$ cat config.mk
export PLATFORM = sky130hd
export DESIGN_NAME = uart_tx_arbiter
export DESIGN_NICKNAME = d
export VERILOG_FILES = /design/src/rtl/uart_tx_arbiter.sv
export SDC_FILE = /design/constraint.sdc
export NUM_CORES = 1
export LEC_CHECK = 0
export ABC_CLOCK_PERIOD_IN_PS = 3200
export BUFFER_PORTS_ARGS = -buffer_cell sky130_fd_sc_hd__buf_4
export CAP_MARGIN = 0
export CORE_MARGIN = 1.5
export CORE_UTILIZATION = 25
export DETAILED_ROUTE_END_ITERATION = 12
export GPL_TIMING_DRIVEN = 1
export PLACE_DENSITY = 0.41
export SLEW_MARGIN = 30
export SYNTH_ARGS = -nofsm -noshare
export SYNTH_HDL_FRONTEND = slang
export SYNTH_SLANG_ARGS = --single-unit
$ cat constraint.sdc
create_clock -name i_Clk -period 3.2 [get_ports i_Clk]
set_input_delay 0.16 -clock i_Clk [delete_from_list [all_inputs] [get_ports i_Clk]]
set_output_delay 0.16 -clock i_Clk [all_outputs]
set_load 0.02 [all_outputs]
$ cat src/rtl/uart_tx_arbiter.sv
// uart_tx_arbiter
//   Shares one UART byte transmitter between NUM_REQ requesters. A requester
//   wins the transmitter by round-robin and keeps it for a burst: it ends on
//   the requester's last byte, after MAX_BURST bytes, when the requester runs
//   dry at a done edge, or when the watchdog gives up on a missing done.
//
// Ports
//   i_Clk, i_Rst            clock; asynchronous active-high reset
//   i_Req / i_Req_Last      per-requester byte-valid and end-of-burst flags
//   i_Req_Data              byte k at [8k+7:8k]
//   o_Ack                   1-clk pulse on the owner bit: byte taken
//   o_Grant                 one-hot owner, zero when idle
//   o_TX_DV / o_TX_Byte     start pulse and byte for the transmitter
//   i_TX_Active / i_TX_Done transmitter busy level and stop-bit-done pulse
//   o_Busy                  a byte is outstanding (WAIT_DONE)
//   o_Timeout               1-clk pulse when the watchdog forces a release
module uart_tx_arbiter #(
  parameter int NUM_REQ      = 4,
  parameter int IDX_W        = 2,
  parameter int MAX_BURST    = 16,
  parameter int DONE_TIMEOUT = 4000
) (
  input  logic                 i_Clk,
  input  logic                 i_Rst,
  input  logic [NUM_REQ-1:0]   i_Req,
  input  logic [8*NUM_REQ-1:0] i_Req_Data,
  input  logic [NUM_REQ-1:0]   i_Req_Last,
  output logic [NUM_REQ-1:0]   o_Ack,
  output logic [NUM_REQ-1:0]   o_Grant,
  output logic                 o_TX_DV,
  output logic [7:0]           o_TX_Byte,
  input  logic                 i_TX_Active,
  input  logic                 i_TX_Done,
  output logic                 o_Busy,
  output logic                 o_Timeout
);

  localparam int WD_W = $clog2(DONE_TIMEOUT) + 1;
  localparam logic [WD_W-1:0]  WD_LAST   = WD_W'(DONE_TIMEOUT - 1);
  localparam logic [7:0]       BURST_MAX = 8'(MAX_BURST);
  localparam logic [IDX_W:0]   NREQ_W    = (IDX_W+1)'(NUM_REQ);

  typedef enum logic {IDLE, WAIT_DONE} state_t;

  state_t                     state, state_nx;
  logic [IDX_W-1:0]           ptr, ptr_nx;
  logic [IDX_W-1:0]           owner, owner_nx;
  logic                       last_q, last_nx;
  logic [7:0]                 cnt, cnt_nx;
  logic [WD_W-1:0]            wd, wd_nx;
  logic [NUM_REQ-1:0]         grant_nx, ack_nx;
  logic                       dv_nx, to_nx;
  logic [7:0]                 byte_nx;

  // Byte lanes viewed as a packed array so a lane can be picked by index.
  logic [NUM_REQ-1:0][7:0]    req_byte;
  assign req_byte = i_Req_Data;

  // Round-robin search: rotate requests so bit 0 is the pointer's requester,
  // take the lowest set bit, then rotate the offset back to an index.
  logic [2*NUM_REQ-1:0]       req_dbl;
  logic [NUM_REQ-1:0]         req_rot;
  logic                       win_vld;
  logic [IDX_W-1:0]           win_off, win;
  logic [IDX_W:0]             win_sum;

  assign req_dbl = {i_Req, i_Req} >> ptr;
  assign req_rot = req_dbl[NUM_REQ-1:0];

  always_comb begin
    win_vld = |req_rot;
    win_off = '0;
    for (int i = NUM_REQ-1; i >= 0; i--)
      if (req_rot[i]) win_off = IDX_W'(i);
    win_sum = {1'b0, ptr} + {1'b0, win_off};
    if (win_sum >= NREQ_W) win_sum = win_sum - NREQ_W;
    win = win_sum[IDX_W-1:0];
  end

  // Pointer after the current owner releases.
  logic [IDX_W:0]             own_inc;
  logic [IDX_W-1:0]           ptr_after;
  always_comb begin
    own_inc   = {1'b0, owner} + {{IDX_W{1'b0}}, 1'b1};
    ptr_after = (own_inc >= NREQ_W) ? '0 : own_inc[IDX_W-1:0];
  end

  logic                       issue, release_bus;
  logic [IDX_W-1:0]           issue_idx;

  always_comb begin
    state_nx    = state;
    ptr_nx      = ptr;
    owner_nx    = owner;
    last_nx     = last_q;
    cnt_nx      = cnt;
    wd_nx       = wd;
    grant_nx    = o_Grant;
    byte_nx     = o_TX_Byte;
    dv_nx       = 1'b0;
    ack_nx      = '0;
    to_nx       = 1'b0;
    issue       = 1'b0;
    release_bus = 1'b0;
    issue_idx   = owner;

    case (state)
      IDLE: begin
        // A transmitter still shifting (e.g. after reset mid-byte) blocks
        // arbitration; stray done pulses are ignored here.
        if (win_vld && !i_TX_Active) begin
          issue     = 1'b1;
          issue_idx = win;
          cnt_nx    = 8'd1;
          state_nx  = WAIT_DONE;
        end
      end
      WAIT_DONE: begin
        wd_nx = wd + 1'b1;
        // Done is checked first so a done on the expiry edge is not a timeout.
        if (i_TX_Done) begin
          if (i_Req[owner] && !last_q && (cnt < BURST_MAX)) begin
            issue  = 1'b1;
            cnt_nx = cnt + 8'd1;
          end else begin
            release_bus = 1'b1;
          end
        end else if (wd == WD_LAST) begin
          release_bus = 1'b1;
          to_nx       = 1'b1;
        end
      end
      default: state_nx = IDLE;
    endcase

    if (issue) begin
      owner_nx = issue_idx;
      grant_nx = NUM_REQ'(1) << issue_idx;
      ack_nx   = NUM_REQ'(1) << issue_idx;
      byte_nx  = req_byte[issue_idx];
      last_nx  = i_Req_Last[issue_idx];
      dv_nx    = 1'b1;
      wd_nx    = '0;
    end

    // Release always lands in IDLE, so the next grant is at least one
    // cycle later.
    if (release_bus) begin
      grant_nx = '0;
      ptr_nx   = ptr_after;
      wd_nx    = '0;
      state_nx = IDLE;
    end
  end

  always_ff @(posedge i_Clk or posedge i_Rst) begin
    if (i_Rst) state <= IDLE;
    else       state <= state_nx;
  end

  always_ff @(posedge i_Clk or posedge i_Rst) begin
    if (i_Rst) begin
      ptr       <= '0;
      owner     <= '0;
      last_q    <= 1'b0;
      cnt       <= '0;
      wd        <= '0;
      o_Grant   <= '0;
      o_Ack     <= '0;
      o_TX_DV   <= 1'b0;
      o_TX_Byte <= '0;
      o_Timeout <= 1'b0;
      o_Busy    <= 1'b0;
    end else begin
      ptr       <= ptr_nx;
      owner     <= owner_nx;
      last_q    <= last_nx;
      cnt       <= cnt_nx;
      wd        <= wd_nx;
      o_Grant   <= grant_nx;
      o_Ack     <= ack_nx;
      o_TX_DV   <= dv_nx;
      o_TX_Byte <= byte_nx;
      o_Timeout <= to_nx;
      o_Busy    <= (state_nx == WAIT_DONE);
    end
  end

endmodule

; Word level (Yosys, flattened, before mapping)
; Index checks and enable logic that the tools add are counted.
[totals]
latchBits = 0
mem_bits_ro = 0
output_inout_bits = 19
ramBits = 0
n_memories = 0
elab_cells = 74
input_bits = 44
regBits = 45
[classes]
n_reduce_logical = 9
magnitude_cmp = 5
add_sub_neg = 5
n_bitwise = 1
div = 0
n_shift = 2
mux = 37
mul = 0
eq_ne = 4
[ops]
columns = op, count
row1 = 13-bit two-way mux, 3
row2 = 8-bit two-way mux, 4
row3 = 8-bit binary-select mux with 2-bit select, 1
row4 = 2-bit two-way mux, 8
row5 = 8-bit case mux with 2 select lines, 1
row6 = 1-bit two-way mux, 14
row7 = "13-bit by 1-bit adder with 13-bit output, second input constant", 1
row8 = "13-bit by 12-bit == test with 1-bit output, second input constant", 1
row9 = 4-bit two-way mux, 3
row10 = "8-bit by 1-bit adder with 8-bit output, second input constant", 1
row11 = "8-bit by 5-bit < comparator with 1-bit output, second input constant", 1
row12 = 8-bit by 2-bit right shift with 4-bit output, 1
row13 = "3-bit greater-or-equal comparator, second input constant", 2
row14 = "2-bit by 3-bit < comparator with 1-bit output, second input constant", 2
row15 = 1-bit binary-select mux with 2-bit select, 2
row16 = "2-bit != test, second input constant", 2
row17 = 4-bit OR reduction, 1
row18 = "1-bit by 2-bit << shifter with 4-bit output, first input constant", 1
row19 = "2-bit by 1-bit adder with 3-bit output, second input constant", 1
row20 = 2-bit by 2-bit adder with 3-bit output, 1
row21 = 1-bit logical AND, 3
row22 = 3-bit AND reduction, 1
row23 = 3-bit nonzero test, 1
row24 = 1-bit zero test, 2
row25 = 5 further kinds, 5

; Longest topological paths before layout
[logic_depth]
ltp_word = 13
mapped_depth = 13
ltp_nobuf = 11

; Least setup slack after synthesis
; Ideal clock, no wire load.
[synth_path]
path_type = reg-to-reg
startpoint = reg ptr[0]
endpoint = reg last_q
arrival_time_ns = 2.524
setup_time_ns = 0.121
required_ns = 3.079
stages_incl_launch_ff = 13
path_slack_ns = 0.555
synth_period_minus_slack_ns = 2.645
n_path_buf = 2
cell_sequence = dfrtp_1 > buf_2 > nor2b_1 > a221oi_1 > a21oi_1 > a211o_1 > ha_1 > xnor2_1 > or4_4 > a31oi_4 > buf_4 > a31oi_1 > a22o_1
[synth_via]
elab_chain_len = 12
word_cells_on_any_way = 17
classes_between = add/sub: 2 / order compare: 1 / shift: 1 / mux: 11 / reduce/logical: 2
[synth_rtl]
columns = item, line_no
row1 = "start, declared", 46  ; logic [IDX_W-1:0] ptr, ptr_nx;
row2 = "start signal, assigned", 175  ; ptr <= ptr_nx;
row3 = 8-bit by 2-bit right shift with 4-bit output, 67  ; assign req_dbl = {i_Req, i_Req} >> ptr;
row4 = 2-bit two-way mux (4 in a row), 74  ; if (req_rot[i]) win_off = IDX_W'(i);
row5 = 2-bit by 2-bit adder with 3-bit output, 75  ; win_sum = {1'b0, ptr} + {1'b0, win_off};
row6 = 3-bit greater-or-equal comparator or 2-bit by 1-bit subtractor with 2-bit output (tied branches), 76  ; if (win_sum >= NREQ_W) win_sum = win_sum - NREQ_W;
row7 = 2-bit two-way mux, 76
row8 = 2-bit two-way mux, 111  ; if (win_vld && !i_TX_Active) begin
row9 = 2-bit two-way mux, 107  ; case (state)
row10 = 1-bit binary-select mux with 2-bit select, 141  ; last_nx = i_Req_Last[issue_idx];
row11 = 1-bit two-way mux (implied by the code), 141
row12 = "end signal, assigned", 177  ; last_q <= last_nx;
row13 = "end, declared", 48  ; logic last_q, last_nx;
; Parallel ways exist; a longest one is shown, timed or not. The select of a mux whose other input is x is not followed.
; A chain may end at the register's enable or synchronous reset.

; Worst setup path in the final report
[layout_path]
startpoint = reg ptr[0]
endpoint = reg o_TX_Byte[7]
[layout_via]
elab_chain_len = 12
word_cells_on_any_way = 17
classes_between = add/sub: 2 / order compare: 1 / shift: 1 / mux: 11 / reduce/logical: 2
[layout_rtl]
columns = item, line_no
row1 = 8-bit by 2-bit right shift with 4-bit output, 67
row2 = 2-bit two-way mux (4 in a row), 74
row3 = 2-bit by 2-bit adder with 3-bit output, 75
row4 = 3-bit greater-or-equal comparator or 2-bit by 1-bit subtractor with 2-bit output (tied branches), 76
row5 = 2-bit two-way mux, 76
row6 = 2-bit two-way mux, 111
row7 = 2-bit two-way mux, 107
row8 = 8-bit binary-select mux with 2-bit select, 140  ; byte_nx = req_byte[issue_idx];
row9 = 8-bit two-way mux (implied by the code), 140
row10 = "end signal, assigned", 183  ; o_TX_Byte <= byte_nx;
row11 = "end, declared", 31  ; output logic [7:0] o_TX_Byte,
; Parallel ways exist; a longest one is shown, timed or not. The select of a mux whose other input is x is not followed.

==> impl_summary.txt <==
----------------------------------------------------
[Status]
  Run status ... finished, final reports clean

[Synthesis]
  Area contributors post-synth ... sky130_fd_sc_hd__dfrtp_1 (46%), sky130_fd_sc_hd__nand2_1 (7.1%), sky130_fd_sc_hd__nor2_1 (4.9%), sky130_fd_sc_hd__a22o_1 (3.6%), sky130_fd_sc_hd__xnor2_1 (3.2%)
  Number of distinct library cells after synthesis ... between 50 and 60
  Number of flops mapped to enable cells by yosys ... 0
  Primary flip-flop cell chosen by synthesis mapping ... sky130_fd_sc_hd__dfrtp_1
  Syn Nets ... 305
  Number of synthesized register bits ... 45
  Post-synth top area share ... 0.4606
  Top cell types by occurrence after synthesis ... sky130_fd_sc_hd__nand2_1 (46), sky130_fd_sc_hd__dfrtp_1 (45), sky130_fd_sc_hd__nor2_1 (32)
  Number of synthesis warnings ... 0
  Mean cell area of the mapped netlist ... 9.513 um^2
  Cell with the most instances after synthesis ... sky130_fd_sc_hd__nand2_1
  Portion of the post-synthesis area used by sequential elements ... 0.4606
  Netlist Area Pre-Place ... ~2400 um^2
  Number of instances in the synthesized netlist ... 257
  Area leader, netlist ... sky130_fd_sc_hd__dfrtp_1
  Share of synthesized registers carrying an async set or reset ... 1.000

[Floorplanning]
  Width of the chip ... 101.9 um
  Height of the die ... 101.9 um
  Placeable Area ... 9371 um^2
  # rows ... 35
  Boundary Pins ... 63
  Die area ... about 10000 um^2
  Effective utilization at floorplan ... 0.2609

[Detailed routing]
  Detail Route Antenna Nets ... 0
  Iteration count of the initial detailed-routing pass ... 6
  DRC errors left ... 0
  Via density per instance ... roughly 4.6
  DR vias ... 2042
  Sum of routed wire length over all layers ... roughly 6000 um
  Starting DRC count in detailed routing ... just over 70
  Routed len/inst ... between 10 and 15 um

[Setup path]
  Element type at the critical path start ... flop
  Critical path required time ... between 3000 and 4000 ps
  Register-to-Register Setup Slack ... ~350 ps
  Crit path capture type ... flop
  Setup CP Type ... flop to flop
  Path depth of the worst reg2reg path ... 11
  Reg-to-Reg End ... o_TX_Byte[7]
  Startpoint of the worst register-to-register path ... ptr[0]
  Worst setup path end ... o_TX_Byte[7]
  Worst-path maximum fanout ... 24
  Crit path launch ... ptr[0]
  Data arrival time of the critical path ... a little over 3000 ps

[Flow run]
  Maxcap violations ... 0

[Pwr]
  Switching Share ... 0.4022
  Static leakage ... 0.001423 uW
  Worst IR drop on VDD ... 0.2456 mV
  Total internal power ... 1498 uW
  Relative contribution of sequential cells to total power ... 0.347
  Net switching component of the power ... between 1000 and 1500 uW
  Clk pwr share ... 0.182
  Share of power burned in combinational logic ... 0.470
  PD cells ... around 800 nW/um^2

[Hold path]
  Hold crit path type ... primary input to flop

[STA]
  Worst Clk Skew ... 8.035 ps
  Normalized max-slew margin ... 0.5717
  Post-route clock period utilization ... 0.8896
  Minimum clock period ... 2847 ps
  Hold violation count in the final report ... 0
  Count of pins over their slew limit ... 0
  F_max ... 0.3513 GHz
  Worst slew pin tran ... 637.1 ps
  Unrepaired setup endpoints after global routing ... no
  # setup viols final ... 0
  Total negative slack for setup checks ... 0 ps

[GRT]
  Number of global-route vias before repair ... 2034
  Number of antenna violations at the first check in global routing ... 0
  Global route overflow ... 0
  Gr usage total ... 0.1264
  Pin count of the biggest net entering global routing ... between 40 and 50
  First-pass GRT wire length ... approximately 10000 um

[Placement]
  Detailed placement HPWL ... approximately 4300 um
  Total of buffers placed on input and output ports ... a little over 60
  Routability-driven placement congestion ratio ... a little over 0.7

[Cells and area]
  Net count of the finished layout ... approximately 370
  Share of the core filled with cells in the final layout ... 0.3352
  Number of diodes ... 0
  Share of layout cells above drive strength 1 ... 0.2767
  Signed area change from the synthesized netlist to the final layout ... 28.51%

[Clocking]
  Clock Tree Buf Depth ... 2
  Library cell used as clock root buffer ... sky130_fd_sc_hd__clkbuf_8
  Cts bufs inserted ... 5
  Clock transition at the registers of the reported paths ... around 90 ps
  Post-CTS Repair Setup Buffers ... 0
  Maximum level of the CTS H-tree ... 2
  Number of clock sinks ... 45
  TritonCTS clock tree ... built
  Clock latency on the worst-skew pair ... 300 ps

----------------------------------------------------
-- area by class of cell --
cell class                      instances  area (um^2)
Fill cell                             999         6230
Clock inverter                          1        30.03
Tap cell                              129        161.4
Multi-Input combinational cell        191         1207
Inverter                                8        32.53
Clock buffer                            7        86.33
Timing Repair Buffer                   66        498.0
Sequential cell                        45         1126
-- what timing repair did --
item,4_1_cts,5_1_grt
gates resized for setup,0,0
hold buffers,1,0
hold endpoints to repair,45,0
-- power groups by stage --
stage,Combinational [uW],Sequential [uW],Clock [uW]
after floorplan,793,936,0
after global placement,1200,882,0
after detailed placement,1200,879,0
after CTS,1200,871,476
after global routing,1320,896,493
final,1180,871,457
-- worst min path at each step --
stage          cells past startpoint           end           start
6_report                           4  o_TX_Byte[4]  i_Req_Data[12]
5_1_grt                            4  o_TX_Byte[3]  i_Req_Data[11]
4_1_cts                            4  o_TX_Byte[3]  i_Req_Data[11]
3_5_place_dp                       2  o_TX_Byte[2]           i_Rst
3_3_place_gp                       2      o_Ack[1]           i_Rst
2_1_floorplan                      2        cnt[4]     i_TX_Active
-- through the flow --
| step | area (um^2) | power (uW) | worst slack, ps | hold WS (ps) | instances |
|---|---|---|---|---|---|
| 6_report | 3142 | 2506 | 353.2 | 179.8 | 447 |
| 5_1_grt | 3142 | 2712 | 170.6 | 197.9 | 447 |
| 4_1_cts | 3142 | 2550 | 362.3 | 166.5 | 447 |
| 3_5_place_dp | 3015 | 2082 | 365.4 | 286.3 | 438 |
| 3_3_place_gp | 3013 | 2084 | 421.9 | 467.6 | 438 |
| 2_1_floorplan | 2445 | 1729 | 554.7 | 347.4 | 257 |
-- kinds of logic after synthesis --
family / share of synthesized area
buffers and inverters: 0.04554
XOR/XNOR: 0.05015
AO/OA/AOI/OAI: 0.1407
AND/OR/NAND/NOR: 0.2539
flip-flops: 0.4606
adder cells (fa/ha/maj): 0.02047
multiplexers: 0.02866
-- registers in the layout, indices dropped and copies added (netlist names) --
name	flops
last_q	1
wd	13
cnt	8
o_Busy	1
o_Grant	4
owner	2
o_TX_Byte	8
ptr	2
o_Timeout	1
o_Ack	4
o_TX_DV	1
-- layer usage --
metal / share of wire / vias up / global-route usage / wire [um]
met5: 0 / - / 0 / 0
met4: 0.013 / 0 / 0.04004 / 76
met3: 0.060 / 7 / 0.03352 / 362
met2: 0.44 / 50 / 0.1985 / 2666
met1: 0.48 / 965 / 0.1706 / 2919
li1: - / 1020 / - / -
-- cell usage in the layout (no fill, tap or decap), types with 3 or more instances in the layout --
cell,Yosys,layout
sky130_fd_sc_hd__or3_1,3,3
sky130_fd_sc_hd__nor3_1,4,4
sky130_fd_sc_hd__nand2_1,46,46
sky130_fd_sc_hd__a31oi_1,11,11
sky130_fd_sc_hd__a22o_1,10,10
sky130_fd_sc_hd__nor2_1,32,32
sky130_fd_sc_hd__nor4_1,3,3
sky130_fd_sc_hd__nand3b_1,10,10
sky130_fd_sc_hd__nand3_1,3,3
sky130_fd_sc_hd__a21oi_1,6,6
sky130_fd_sc_hd__ha_1,4,4
sky130_fd_sc_hd__xor2_1,5,5
sky130_fd_sc_hd__buf_4,2,65
sky130_fd_sc_hd__clkbuf_8,0,6
sky130_fd_sc_hd__xnor2_1,9,9
sky130_fd_sc_hd__nand2b_1,6,6
sky130_fd_sc_hd__nand4_1,5,5
sky130_fd_sc_hd__dfrtp_1,45,45
sky130_fd_sc_hd__inv_1,6,5
-- critical path, stage by stage, from the launching register on --
cell                       delay, ps
sky130_fd_sc_hd__dfrtp_1         490
sky130_fd_sc_hd__nor2b_1         180
sky130_fd_sc_hd__a221oi_1        260
sky130_fd_sc_hd__a21oi_1          70
sky130_fd_sc_hd__a211o_1         240
sky130_fd_sc_hd__ha_1            190
sky130_fd_sc_hd__xnor2_1         130
sky130_fd_sc_hd__or4_4           440
sky130_fd_sc_hd__a31oi_4         180
sky130_fd_sc_hd__buf_4           250
sky130_fd_sc_hd__a31oi_1         110
sky130_fd_sc_hd__a22o_1          200
No activity file was read; power rests on OpenSTA's default activity.
